`config.mk`:
```
export PLATFORM = sky130hd
export DESIGN_NAME = sad_search_ctrl
export DESIGN_NICKNAME = d
export VERILOG_FILES = /design/src/rtl/sad_search_ctrl.sv
export SDC_FILE = /design/constraint.sdc
export NUM_CORES = 1
export LEC_CHECK = 0
export BUFFER_PORTS_ARGS = -buffer_cell sky130_fd_sc_hd__buf_2
export CORE_MARGIN = 4
export CORE_UTILIZATION = 58
export CTS_CLUSTER_DIAMETER = 60
export CTS_CLUSTER_SIZE = 8
export DETAILED_ROUTE_END_ITERATION = 8
export GPL_ROUTABILITY_DRIVEN = 0
export PLACE_DENSITY = 0.95
export SLEW_MARGIN = 20
export SYNTH_ARGS = -nofsm -noshare
export SYNTH_HDL_FRONTEND = slang
export SYNTH_SLANG_ARGS = --single-unit
```
`constraint.sdc`:
```
create_clock -name clk -period 4 [get_ports clk]
set_input_delay 0.4 -clock clk [delete_from_list [all_inputs] [get_ports clk]]
set_output_delay 0.4 -clock clk [all_outputs]
set_load 0.005 [all_outputs]
```
`src/rtl/sad_search_ctrl.sv`:
```
// Block-matching search sequencer: launches one SAD per candidate and tracks the minimum.
// Optional per-candidate watchdog enabled by defining SAD_SEARCH_TIMEOUT_EN.
`timescale 1ns/1ps
module sad_search_ctrl #(
  parameter int unsigned SAD_W       = 32,
  parameter int unsigned TIMEOUT_CYC = 1024
) (
  input  logic             clk,
  input  logic             rst,
  input  logic             start,
  input  logic [7:0]       num_cand,
  output logic             sad_go,
  output logic [7:0]       cand_idx,
  input  logic             sad_done,
  input  logic [SAD_W-1:0] sad_val,
  output logic             busy,
  output logic             done,
  output logic [SAD_W-1:0] best_sad,
  output logic [7:0]       best_idx,
  output logic             found,
  output logic             err
);

  localparam int unsigned IDX_W = 8;

  typedef enum logic [1:0] {S_IDLE, S_LAUNCH, S_WAIT, S_FIN} state_t;

  if (TIMEOUT_CYC < 1) begin : g_bad_timeout
    $error("TIMEOUT_CYC must be at least 1");
  end

  state_t             state_q, state_d;
  logic [IDX_W-1:0]   num_q, num_d;
  logic [IDX_W-1:0]   cand_idx_q, cand_idx_d;
  logic [SAD_W-1:0]   best_sad_q, best_sad_d;
  logic [IDX_W-1:0]   best_idx_q, best_idx_d;
  logic               found_q, found_d;
  logic               err_q, err_d;
  logic               sad_go_q, sad_go_d;
  logic               busy_q, busy_d;
  logic               done_q, done_d;
  logic               timeout_c;

`ifdef SAD_SEARCH_TIMEOUT_EN
  localparam int unsigned CNT_W = $clog2(TIMEOUT_CYC + 1);

  logic [CNT_W-1:0] cnt_q, cnt_d;

  // Counts WAIT cycles for the candidate in flight
  always_comb begin
    cnt_d = cnt_q;
    if (state_q == S_LAUNCH) begin
      cnt_d = '0;
    end else if (state_q == S_WAIT) begin
      cnt_d = cnt_q + CNT_W'(1);
    end
  end

  assign timeout_c = (state_q == S_WAIT) && !sad_done &&
                     (cnt_q == CNT_W'(TIMEOUT_CYC - 1));

  always_ff @(posedge clk or posedge rst) begin
    if (rst) begin
      cnt_q <= '0;
    end else begin
      cnt_q <= cnt_d;
    end
  end
`else
  assign timeout_c = 1'b0;
`endif

  always_comb begin
    state_d    = state_q;
    num_d      = num_q;
    cand_idx_d = cand_idx_q;
    best_sad_d = best_sad_q;
    best_idx_d = best_idx_q;
    found_d    = found_q;
    err_d      = err_q;

    case (state_q)
      S_IDLE: begin
        if (start) begin
          num_d      = num_cand;
          cand_idx_d = '0;
          best_sad_d = '1;
          best_idx_d = '0;
          found_d    = 1'b0;
          err_d      = 1'b0;
          state_d    = (num_cand == '0) ? S_FIN : S_LAUNCH;
        end
      end
      S_LAUNCH: state_d = S_WAIT;
      S_WAIT: begin
        if (sad_done) begin
          // Strict compare keeps the earliest index on ties
          if (!found_q || (sad_val < best_sad_q)) begin
            best_sad_d = sad_val;
            best_idx_d = cand_idx_q;
          end
          found_d = 1'b1;
          if (cand_idx_q == num_q - IDX_W'(1)) begin
            state_d = S_FIN;
          end else begin
            cand_idx_d = cand_idx_q + IDX_W'(1);
            state_d    = S_LAUNCH;
          end
        end else if (timeout_c) begin
          err_d   = 1'b1;
          state_d = S_FIN;
        end
      end
      S_FIN:   state_d = S_IDLE;
      default: state_d = S_IDLE;
    endcase

    sad_go_d = (state_d == S_LAUNCH);
    busy_d   = (state_d != S_IDLE);
    // An empty search spends its single busy cycle in FIN; done follows one cycle later
    done_d   = ((state_q == S_WAIT) && (state_d == S_FIN)) ||
               ((state_q == S_FIN) && !done_q);
  end

  always_ff @(posedge clk or posedge rst) begin
    if (rst) begin
      state_q    <= S_IDLE;
      num_q      <= '0;
      cand_idx_q <= '0;
      best_sad_q <= '1;
      best_idx_q <= '0;
      found_q    <= 1'b0;
      err_q      <= 1'b0;
      sad_go_q   <= 1'b0;
      busy_q     <= 1'b0;
      done_q     <= 1'b0;
    end else begin
      state_q    <= state_d;
      num_q      <= num_d;
      cand_idx_q <= cand_idx_d;
      best_sad_q <= best_sad_d;
      best_idx_q <= best_idx_d;
      found_q    <= found_d;
      err_q      <= err_d;
      sad_go_q   <= sad_go_d;
      busy_q     <= busy_d;
      done_q     <= done_d;
    end
  end

  assign sad_go   = sad_go_q;
  assign cand_idx = cand_idx_q;
  assign busy     = busy_q;
  assign done     = done_q;
  assign best_sad = best_sad_q;
  assign best_idx = best_idx_q;
  assign found    = found_q;
  assign err      = err_q;

endmodule

```
# Word-level counts from Yosys, hierarchy flattened

Cells that the tools add are included.

Output and inout port bits: 53
Bits of input ports: 44
Word-level logic and storage cells: 55
Flip-flop bits (word level): 62

$add $sub $neg: 2
Multiplexer cells: 19
Reduce and logical (&&, ||, !) cells: 14
Equality and inequality tests: 10
Magnitude comparators: 1

Operators with widths:

| operator              | number |
|---|---|
| $mux W32              | 3 |
| $pmux W32 S2          | 1 |
| $mux W8               | 5 |
| $lt A32 B32 Y1        | 1 |
| $pmux W8 S2           | 2 |
| $add A8 B1 Y8 const B | 1 |
| $eq A8 B8 Y1          | 1 |
| $logic_not A8 Y1      | 1 |
| $mux W2               | 4 |
| $ne A2 B2 Y1 const B  | 4 |
| $pmux W2 S4           | 1 |
| $reduce_and A4 Y1     | 2 |
| $sub A8 B1 Y8 const B | 1 |
| $eq A2 B2 Y1 const B  | 3 |
| $eq A2 B1 Y1 const B  | 2 |
| $reduce_bool A2 Y1    | 2 |
| $reduce_and A3 Y1     | 1 |
| $logic_and A1 B1 Y1   | 2 |
| $logic_not A1 Y1      | 2 |
| $logic_not A2 Y1      | 1 |
| $logic_or A1 B1 Y1    | 2 |
| $mux W1               | 2 |
| $pmux W1 S2           | 1 |
| $reduce_and A2 Y1     | 1 |

# Logic depth before layout (Yosys ltp)

Gate-level depths: netlist of the first run.

Depth in word-level cells: 8
Depth in mapped cells: 9
Gate-level depth less buffers: 8

# Worst setup path before layout of the first run

No wires, ideal clock.

Path type: register -> register
Start point: register best_sad_q[15] (netlist: best_sad[15])
End point: register best_idx_q[1] (netlist: best_idx[1])
Data required time: 3.872 ns
Setup slack: 1.563 ns
Setup time: 0.128 ns
Period minus slack after synthesis: 2.437 ns
Cell stages (with the launch flop): 9
Path buffers: 1
Data arrival time: 2.310 ns
Path through: dfstp_2 inv_1 ha_1 nand4_1 or4_1 o221ai_1 a211oi_2 buf_2 mux2_1

Longest elaborated chain between the ends: 4

Ends and longest elaborated chain:

| item                               | line | text |
|---|---|---|
| start, declared                    | 35   | `logic [SAD_W-1:0] best_sad_q, best_sad_d;` |
| start signal, assigned             | 141  | `best_sad_q <= best_sad_d;` |
| $lt A32 B32 Y1                     | 98   | `if (!found_q \|\| (sad_val < best_sad_q)) begin` |
| $logic_or A1 B1 Y1                 | 98   |  |
| $ne A2 B2 Y1 (no source line)      | --   |  |
| $reduce_and A4 Y1 (no source line) | --   |  |
| end signal, assigned               | 142  | `best_idx_q <= best_idx_d;` |
| end, declared                      | 36   | `logic [IDX_W-1:0] best_idx_q, best_idx_d;` |

Every way passes these cells.
A chain may end at the register's enable or synchronous reset.

# Worst setup path in the final report of the first run

Start point: register best_sad_q[9] (netlist: best_sad[9])
End point: register best_sad_q[7] (netlist: best_sad[7])

Longest elaborated chain between the ends: 4

Ends and longest elaborated chain:

| item                               | line |
|---|---|
| $lt A32 B32 Y1                     | 98 |
| $logic_or A1 B1 Y1                 | 98 |
| $ne A2 B2 Y1 (no source line)      | -- |
| $reduce_and A4 Y1 (no source line) | -- |

Every way passes these cells.

==> results.sh, run 1 <==
export IMPL_vdd_drop_max_mv=0.433
export IMPL_worst_pin_slew_ps=875
export IMPL_cts_buffers=9
export IMPL_slew_headroom=0.401
export IMPL_crit_top_cell="a21o_1"
export IMPL_skew_ps=6.77
export IMPL_cp_start_kind="register"
export IMPL_dpl_cell_area_um2=4350
export IMPL_worst_path_max_delay_cell="a211oi_4"
export IMPL_fin_crit_sh=0.751
export IMPL_post_cts_buffers=0
export IMPL_rsz0062_at_grt="false"
export IMPL_htreeDepth=3
export IMPL_grt_max_degree=38
export IMPL_antenna_left=0
export IMPL_end_kind="register"
export IMPL_wl_per_cell_um=14.9
export IMPL_crit_fanout=28
export IMPL_first_pass_iters=4
export IMPL_row_count=29
export IMPL_path_cells="inv_1 -> ha_1 -> a21o_1 -> a21o_1 -> a21oi_1 -> o221ai_1 -> a211oi_4 -> buf_4 -> mux2i_1"
export IMPL_yosysWarnings=0
export IMPL_critPathCapture="best_sad[7]"
export IMPL_post_cts_resize_count=0
export IMPL_clockBufferDepth=2
export IMPL_path_clk_slew_ps=70
export IMPL_yosys_register_bits=62
export IMPL_fin_ws_ps=994
export IMPL_initial_core_util=0.601
export IMPL_tns_ps=0
export IMPL_finalPower_mw=2.96
export IMPL_insertion_delay_ps=330
export IMPL_synth_main_ff_cell="dfstp_2"
export IMPL_final_setup_viol_count=0
export IMPL_stdcell_area_um2=4510
export IMPL_drc=0
export IMPL_leakagePower_nw=2.40
export IMPL_cts_sinks=62
export IMPL_diodes=0
export IMPL_fmax_mhz=333
export IMPL_syn_nets=462
export IMPL_timing_hold_violations_final=0
export IMPL_pre_cts_slack_ps=1020
export IMPL_finalWirelength_um=8350
export IMPL_syn_area_per_cell_um2=9.97
export IMPL_cts_tree="built"
export IMPL_area_growth_pct=17.4
export IMPL_cp_startpoint="best_sad[9]"
export IMPL_ys_seq_area_frac=0.415
export IMPL_max_cap_violations=0
export IMPL_fin_crit_ps=3010
export IMPL_syn_inst=385
export IMPL_die_w_um=89.3
export IMPL_cts_hold_fix_buffers=0
export IMPL_critPathBufInv=2
export IMPL_worstReg2RegEnd="best_sad[7]"
export IMPL_pin_count=97
export IMPL_portBuffers=95
export IMPL_grtUsageTotal=0.221
export IMPL_path_class="reg2reg"
export IMPL_dp_hpwl_um=6250
export IMPL_synth_async_reset_ratio=1.00
export IMPL_power_density_nw_per_um2=656
export IMPL_drive_gt1_frac=0.340
export IMPL_vias=3055
export IMPL_grt_antenna_before_repair=0
export IMPL_drtIter0Drc=128
export IMPL_root_buffer="clkbuf_8"
export IMPL_grt_pass1_wl_um=13700
export IMPL_fp_coreArea_um2=6390
export IMPL_cp_data_arrival_time_ps=3250
export IMPL_status="completed"
export IMPL_cp_required_ps=4250
export IMPL_gr_total_overflow=0
export IMPL_via_per_inst=5.46
export IMPL_reg2reg_from="best_sad[9]"
export IMPL_critPathMaxStageDelay_ps=570
export IMPL_hp_class="in2async"
export IMPL_grt_pass1_vias=3109
export IMPL_synth_edff_count=0
export IMPL_slew_viol_final=0
export IMPL_cp_num_cells=9
export IMPL_num_nets_final=555
export IMPL_r2r_cells=9
export IMPL_cpLargestDelayFamily="compound AO/OA/AOI/OAI gates"
export IMPL_syn_area_um2=3840
export IMPL_yosys_cell_types_count=55
export IMPL_die_height_um=89.3
export IMPL_utilization=0.706
export IMPL_die_area_um2=7980
export IMPL_reg2reg_slack_ps=990
## layout make-up
cell class,count,area (µm²)
clock inverter,2,10.0
fill,472,1880
multi-input combinational,259,1980
tap,77,96.3
clock buffer,14,143
timing repair buffer,100,513
inverter,46,173
sequential,62,1590
## how the worst min path moves through the flow
stage                           start  slack [ps]     endpoint  depth (start not counted)
final                             rst         210  best_idx[7]                          2
after global routing              rst         260  best_idx[7]                          2
after CTS                         rst         220  best_idx[7]                          2
after detailed placement  best_idx[1]         480  best_idx[1]                          1
after global placement    best_sad[0]         470  best_sad[0]                          2
after floorplan           best_sad[0]         460  best_sad[0]                          2
## power breakdown
group / switching (mW) / internal (mW) / leakage, nW / total, mW
sequential: 0.180 / 0.935 / 0.726 / 1.11
combinational: 0.750 / 0.643 / 1.60 / 1.39
clock: 0.225 / 0.224 / 0.0784 / 0.449
## kinds of logic (layout without fill, tap and decap cells)
family	Yosys count	in the layout	synth area share
AND/OR/NAND/NOR	106	106	0.137
buffers and inverters	64	162	0.0714
flip-flops	62	62	0.415
multiplexers	56	56	0.150
AO/OA/AOI/OAI	55	55	0.0994
adder cells (fa/ha/maj)	33	33	0.108
XOR/XNOR	8	8	0.0183
other	1	1	0.000977
## layer usage
metal | track usage | up-vias | wire length [µm]
li1 | - | 1493 | -
met3 | 0.0599 | 14 | 593
met1 | 0.262 | 1442 | 3550
met5 | 0 | - | 0
met4 | 0.0880 | 0 | 151
met2 | 0.381 | 106 | 4050
## worst reg2reg max path, delay by kind of cell, from the launching register on
| family | cells | cell delay [ps] |
|---|---|---|
| AOI/OAI and AO/OA | 5 | 1250 |
| buffers and inverters | 2 | 570 |
| DFF | 1 | 530 |
| muxes | 1 | 290 |
| adders and majority gates | 1 | 280 |
## Yosys cell counts (all sizes together), types with 2 or more instances
master / n / share of area
inv: 46 / 0.045
mux2i: 46 / 0.12
nor2: 39 / 0.038
ha: 33 / 0.11
dfstp: 32 / 0.22
dfrtp: 30 / 0.20
a21oi: 24 / 0.032
nand2: 21 / 0.021
nand2b: 11 / 0.020
clkbuf: 10 / 0.012
mux2: 10 / 0.030
nand4: 10 / 0.016
buf: 8 / 0.014
o21ai: 7 / 0.0091
a21o: 6 / 0.012
xor2: 6 / 0.014
a211oi: 5 / 0.016
nand3: 4 / 0.0052
nor2b: 4 / 0.0065
and3: 3 / 0.0049
nor4: 3 / 0.0049
nor3: 2 / 0.0026
o21a: 2 / 0.0039
or4: 2 / 0.0049
xnor2: 2 / 0.0046
## state kept, by name, summed over array words and instances, names as in the netlist
name,count
cand_idx,8
done,1
sad_go,1
num_q,8
busy,1
best_idx,8
state_q,2
best_sad,32
found,1
## metrics by stage
step                      instances  hold WS (ps)
after detailed placement        544           476
after global routing            560           259
after floorplan                 385           461
after CTS                       560           220
after global placement          544           469
final                           560           214
## cell usage in the layout, fill, tap and decap left out, types with 2 or more instances in the layout
| master | instances |
|---|---|
| and3_1 | 3 |
| a21o_1 | 6 |
| nand2_1 | 21 |
| dfstp_2 | 32 |
| o21ai_0 | 7 |
| ha_1 | 33 |
| a211oi_1 | 2 |
| nand3_1 | 4 |
| xnor2_1 | 2 |
| nand2b_1 | 10 |
| a21oi_1 | 23 |
| nor3_1 | 2 |
| mux2i_1 | 46 |
| clkinv_2 | 2 |
| clkbuf_8 | 9 |
| inv_1 | 45 |
| clkbuf_1 | 5 |
| o21a_1 | 2 |
| nand4_1 | 10 |
| dfrtp_1 | 30 |
| xor2_1 | 6 |
| buf_4 | 5 |
| mux2_2 | 8 |
| nor4_1 | 3 |
| a211oi_4 | 2 |
| nor2b_1 | 4 |
| buf_2 | 95 |
| nor2_1 | 39 |
(Power assumes the default switching activity.)
==> run 2, diff against run 1 <==
--- a/config.mk
+++ b/config.mk
@@ -5,14 +5,15 @@
 export SDC_FILE = /design/constraint.sdc
 export NUM_CORES = 1
 export LEC_CHECK = 0
+export ABC_AREA = 1
 export BUFFER_PORTS_ARGS = -buffer_cell sky130_fd_sc_hd__buf_2
 export CORE_MARGIN = 4
-export CORE_UTILIZATION = 58
+export CORE_UTILIZATION = 49
 export CTS_CLUSTER_DIAMETER = 60
 export CTS_CLUSTER_SIZE = 8
 export DETAILED_ROUTE_END_ITERATION = 8
 export GPL_ROUTABILITY_DRIVEN = 0
-export PLACE_DENSITY = 0.95
+export PLACE_DENSITY = 0.89
 export SLEW_MARGIN = 20
 export SYNTH_ARGS = -nofsm -noshare
 export SYNTH_HDL_FRONTEND = slang
==> constraint.sdc (replaced) <==
create_clock -name clk -period 2.4 [get_ports clk]
set_input_delay 0.24 -clock clk [delete_from_list [all_inputs] [get_ports clk]]
set_output_delay 0.24 -clock clk [all_outputs]
set_load 0.005 [all_outputs]
==> run 2 against run 1 <==
  * Design area up 6.6%
  * Worst hold slack got worse by 54 ps
  * Sequential share of layout area shrank 2.2 points
  * Critical path type unchanged
  * Critical endpoint is now best_sad[29]
  * Highest routed layer unchanged
==> results.sh, run 2 <==
export IMPL_yosysWarnings=0
export IMPL_grt_pass1_vias=3710
export IMPL_gr_total_overflow=0
export IMPL_layout_commonest_cell="nand2_1"
export IMPL_grt_max_degree=47
export IMPL_crit_fanout=20
export IMPL_dr_max_layer_used="met4"
export IMPL_syn_nets=593
export IMPL_pin_count=97
export IMPL_num_nets_final=687
export IMPL_syn_area_um2=4000
export IMPL_timing_hold_violations_final=0
export IMPL_end_kind="register"
export IMPL_multi_input_area_um2=2090
export IMPL_max_cap_violations=0
export IMPL_die_height_um=98.3
export IMPL_die_area_um2=9660
export IMPL_die_w_um=98.3
export IMPL_yosys_cell_types_count=36
export IMPL_diodes=0
export IMPL_slew_headroom=0.582
export IMPL_stdcell_area_um2=4800
export IMPL_wl_met3_um=702
export IMPL_post_cts_buffers=0
export IMPL_first_pass_iters=5
export IMPL_fmax_mhz=465
export IMPL_drive_gt1_frac=0.320
export IMPL_cts_buffers=9
export IMPL_synth_main_ff_cell="dfstp_2"
export IMPL_ys_seq_area_frac=0.398
export IMPL_syn_area_per_cell_um2=7.74
export IMPL_portBuffers=95
export IMPL_path_class="reg2reg"
export IMPL_via_per_inst=5.21
export IMPL_path_clk_slew_ps=60
export IMPL_fin_crit_ps=2150
export IMPL_synth_top_cells_by_count="nand2_1 (147), inv_1 (58), nand3_1 (52)"
export IMPL_yosys_area_top_type="dfstp_2"
export IMPL_fp_coreArea_um2=7850
export IMPL_m1WireLength_um=4130
export IMPL_synth_async_reset_ratio=1.00
export IMPL_clockBufferDepth=2
export IMPL_cp_data_arrival_time_ps=2430
export IMPL_grtUsageTotal=0.215
export IMPL_finalWirelength_um=10000
export IMPL_largest_register_ffs=32
export IMPL_row_count=32
export IMPL_cp_start_kind="register"
export IMPL_drtIter0Drc=155
export IMPL_hp_class="in2reg"
export IMPL_syn_inst=516
export IMPL_layout_common_cells="nand2_1 (147), buf_2 (95), inv_1 (57)"
export IMPL_cp_required_ps=2670
export IMPL_drc=0
export IMPL_slew_viol_final=0
export IMPL_netlist_area_leader_share=0.210
export IMPL_root_buffer="clkbuf_8"
export IMPL_skew_ps=6.56
export IMPL_leakagePower_nw=2.62
export IMPL_synth_area_leaders="dfstp_2 (21%), dfrtp_1 (19%), nand2_1 (14%)"
export IMPL_worst_pin_slew_ps=626
export IMPL_antenna_left=0
export IMPL_area_growth_pct=20.2
export IMPL_initial_core_util=0.509
export IMPL_fin_crit_sh=0.897
export IMPL_grt_antenna_before_repair=0
export IMPL_vdd_drop_max_mv=0.776
export IMPL_synth_most_common_cell="nand2_1"
export IMPL_cts_tree="built"
export IMPL_grt_pass1_wl_um=17000
export IMPL_final_setup_viol_count=0
export IMPL_dpl_cell_area_um2=4600
export IMPL_wl_met2_um=4950
export IMPL_fillers=687
export IMPL_wl_per_cell_um=14.0
export IMPL_tns_ps=0
export IMPL_cts_sinks=62
export IMPL_layout_area_seq_um2=1590
export IMPL_power_density_nw_per_um2=1200
export IMPL_yosys_register_bits=62
export IMPL_htreeDepth=3
export IMPL_vias=3737
export IMPL_rsz0062_at_grt="false"
export IMPL_insertion_delay_ps=330
export IMPL_status="completed"
export IMPL_synth_edff_count=0
export IMPL_dp_hpwl_um=7450
run 2: cell count changes in the layout (fill, tap and decap cells not counted), sizes merged, moves of 6 or more:
cell,previous run,this run
nand4,10,4
mux2i,46,0
nand2,21,152
nand3,4,54
inv,46,59
a21o,6,0
nand2b,11,0
or2,1,32
xor2,6,12
mux2,10,2
a21oi,24,18
run 2: worst paths after layout:
| check | startpoint | endpoint | slack [ps] | cells after the start |
|---|---|---|---|---|
| setup / recovery | best_sad[31] | best_sad[29] | 250 | 13 |
| max in group asynchronous | rst | best_sad[20] | 1180 | 4 |
| hold / removal | num_cand[6] | num_q[6] | 160 | 2 |
| setup reg to reg | best_sad[31] | best_sad[29] | 250 | 13 |
| min in group asynchronous | rst | best_idx[7] | 540 | 3 |
| hold reg to reg | best_sad[26] | best_sad[26] | 470 | 2 |
run 2: layout make-up:
cell class                 count  share of cell area
timing repair buffer         104               0.121
tap                          102              0.0266
sequential                    62               0.331
inverter                      59              0.0461
clock buffer                  16              0.0396
multi-input combinational    374               0.435
run 2: cells by family (layout without fill, tap and decap cells):
logic type | Yosys count | count (layout) | share of synthesized area
buffers and inverters | 80 | 179 | 0.0789
DFF | 62 | 62 | 0.398
adders and majority gates | 33 | 33 | 0.103
other | 1 | 1 | 0.000938
AOI/OAI and AO/OA | 28 | 28 | 0.0376
muxes | 2 | 2 | 0.00564
xor gates and xnor gates | 19 | 19 | 0.0416
and+or+nand+nor | 291 | 291 | 0.334
run 2: per-stage QoR:
stage	total power [mW]	setup slack (ps)	hold WS, ps	utilization	instances
floorplan	3.92	483	388	-	516
global placement	4.69	369	350	0.587	700
detailed placement	4.91	288	360	0.587	700
CTS	5.81	268	146	0.612	717
global route	6.33	105	141	0.612	717
finish	5.77	247	160	0.612	717
run 2: critical path: stages, from the launching register on:
cell	delay, ps
dfstp_2	550
inv_1	40
ha_1	290
nand2_1	80
nor2_1	140
nand2_1	90
nor4_1	200
nand2_1	80
nand2_1	70
nand2_2	60
nand2_1	170
buf_12	190
nand2_1	70
nand2_1	70
run 2: where the power goes:
part / internal (mW) / switching (mW) / leakage, nW / total [mW]
logic: 1.19 / 1.66 / 1.80 / 2.85
clock network: 0.490 / 0.382 / 0.0970 / 0.873
registers: 1.67 / 0.379 / 0.729 / 2.05
run 2: timing repair:
action	in CTS	in global routing
resized for setup	0	0
hold endpoints to repair	1	0
hold buffers	1	0
run 2: routing by layer:
layer,up-vias,global-route usage
li1,1811,-
met1,1743,0.270
met2,156,0.355
met3,27,0.0407
met4,0,0.104
met5,-,0
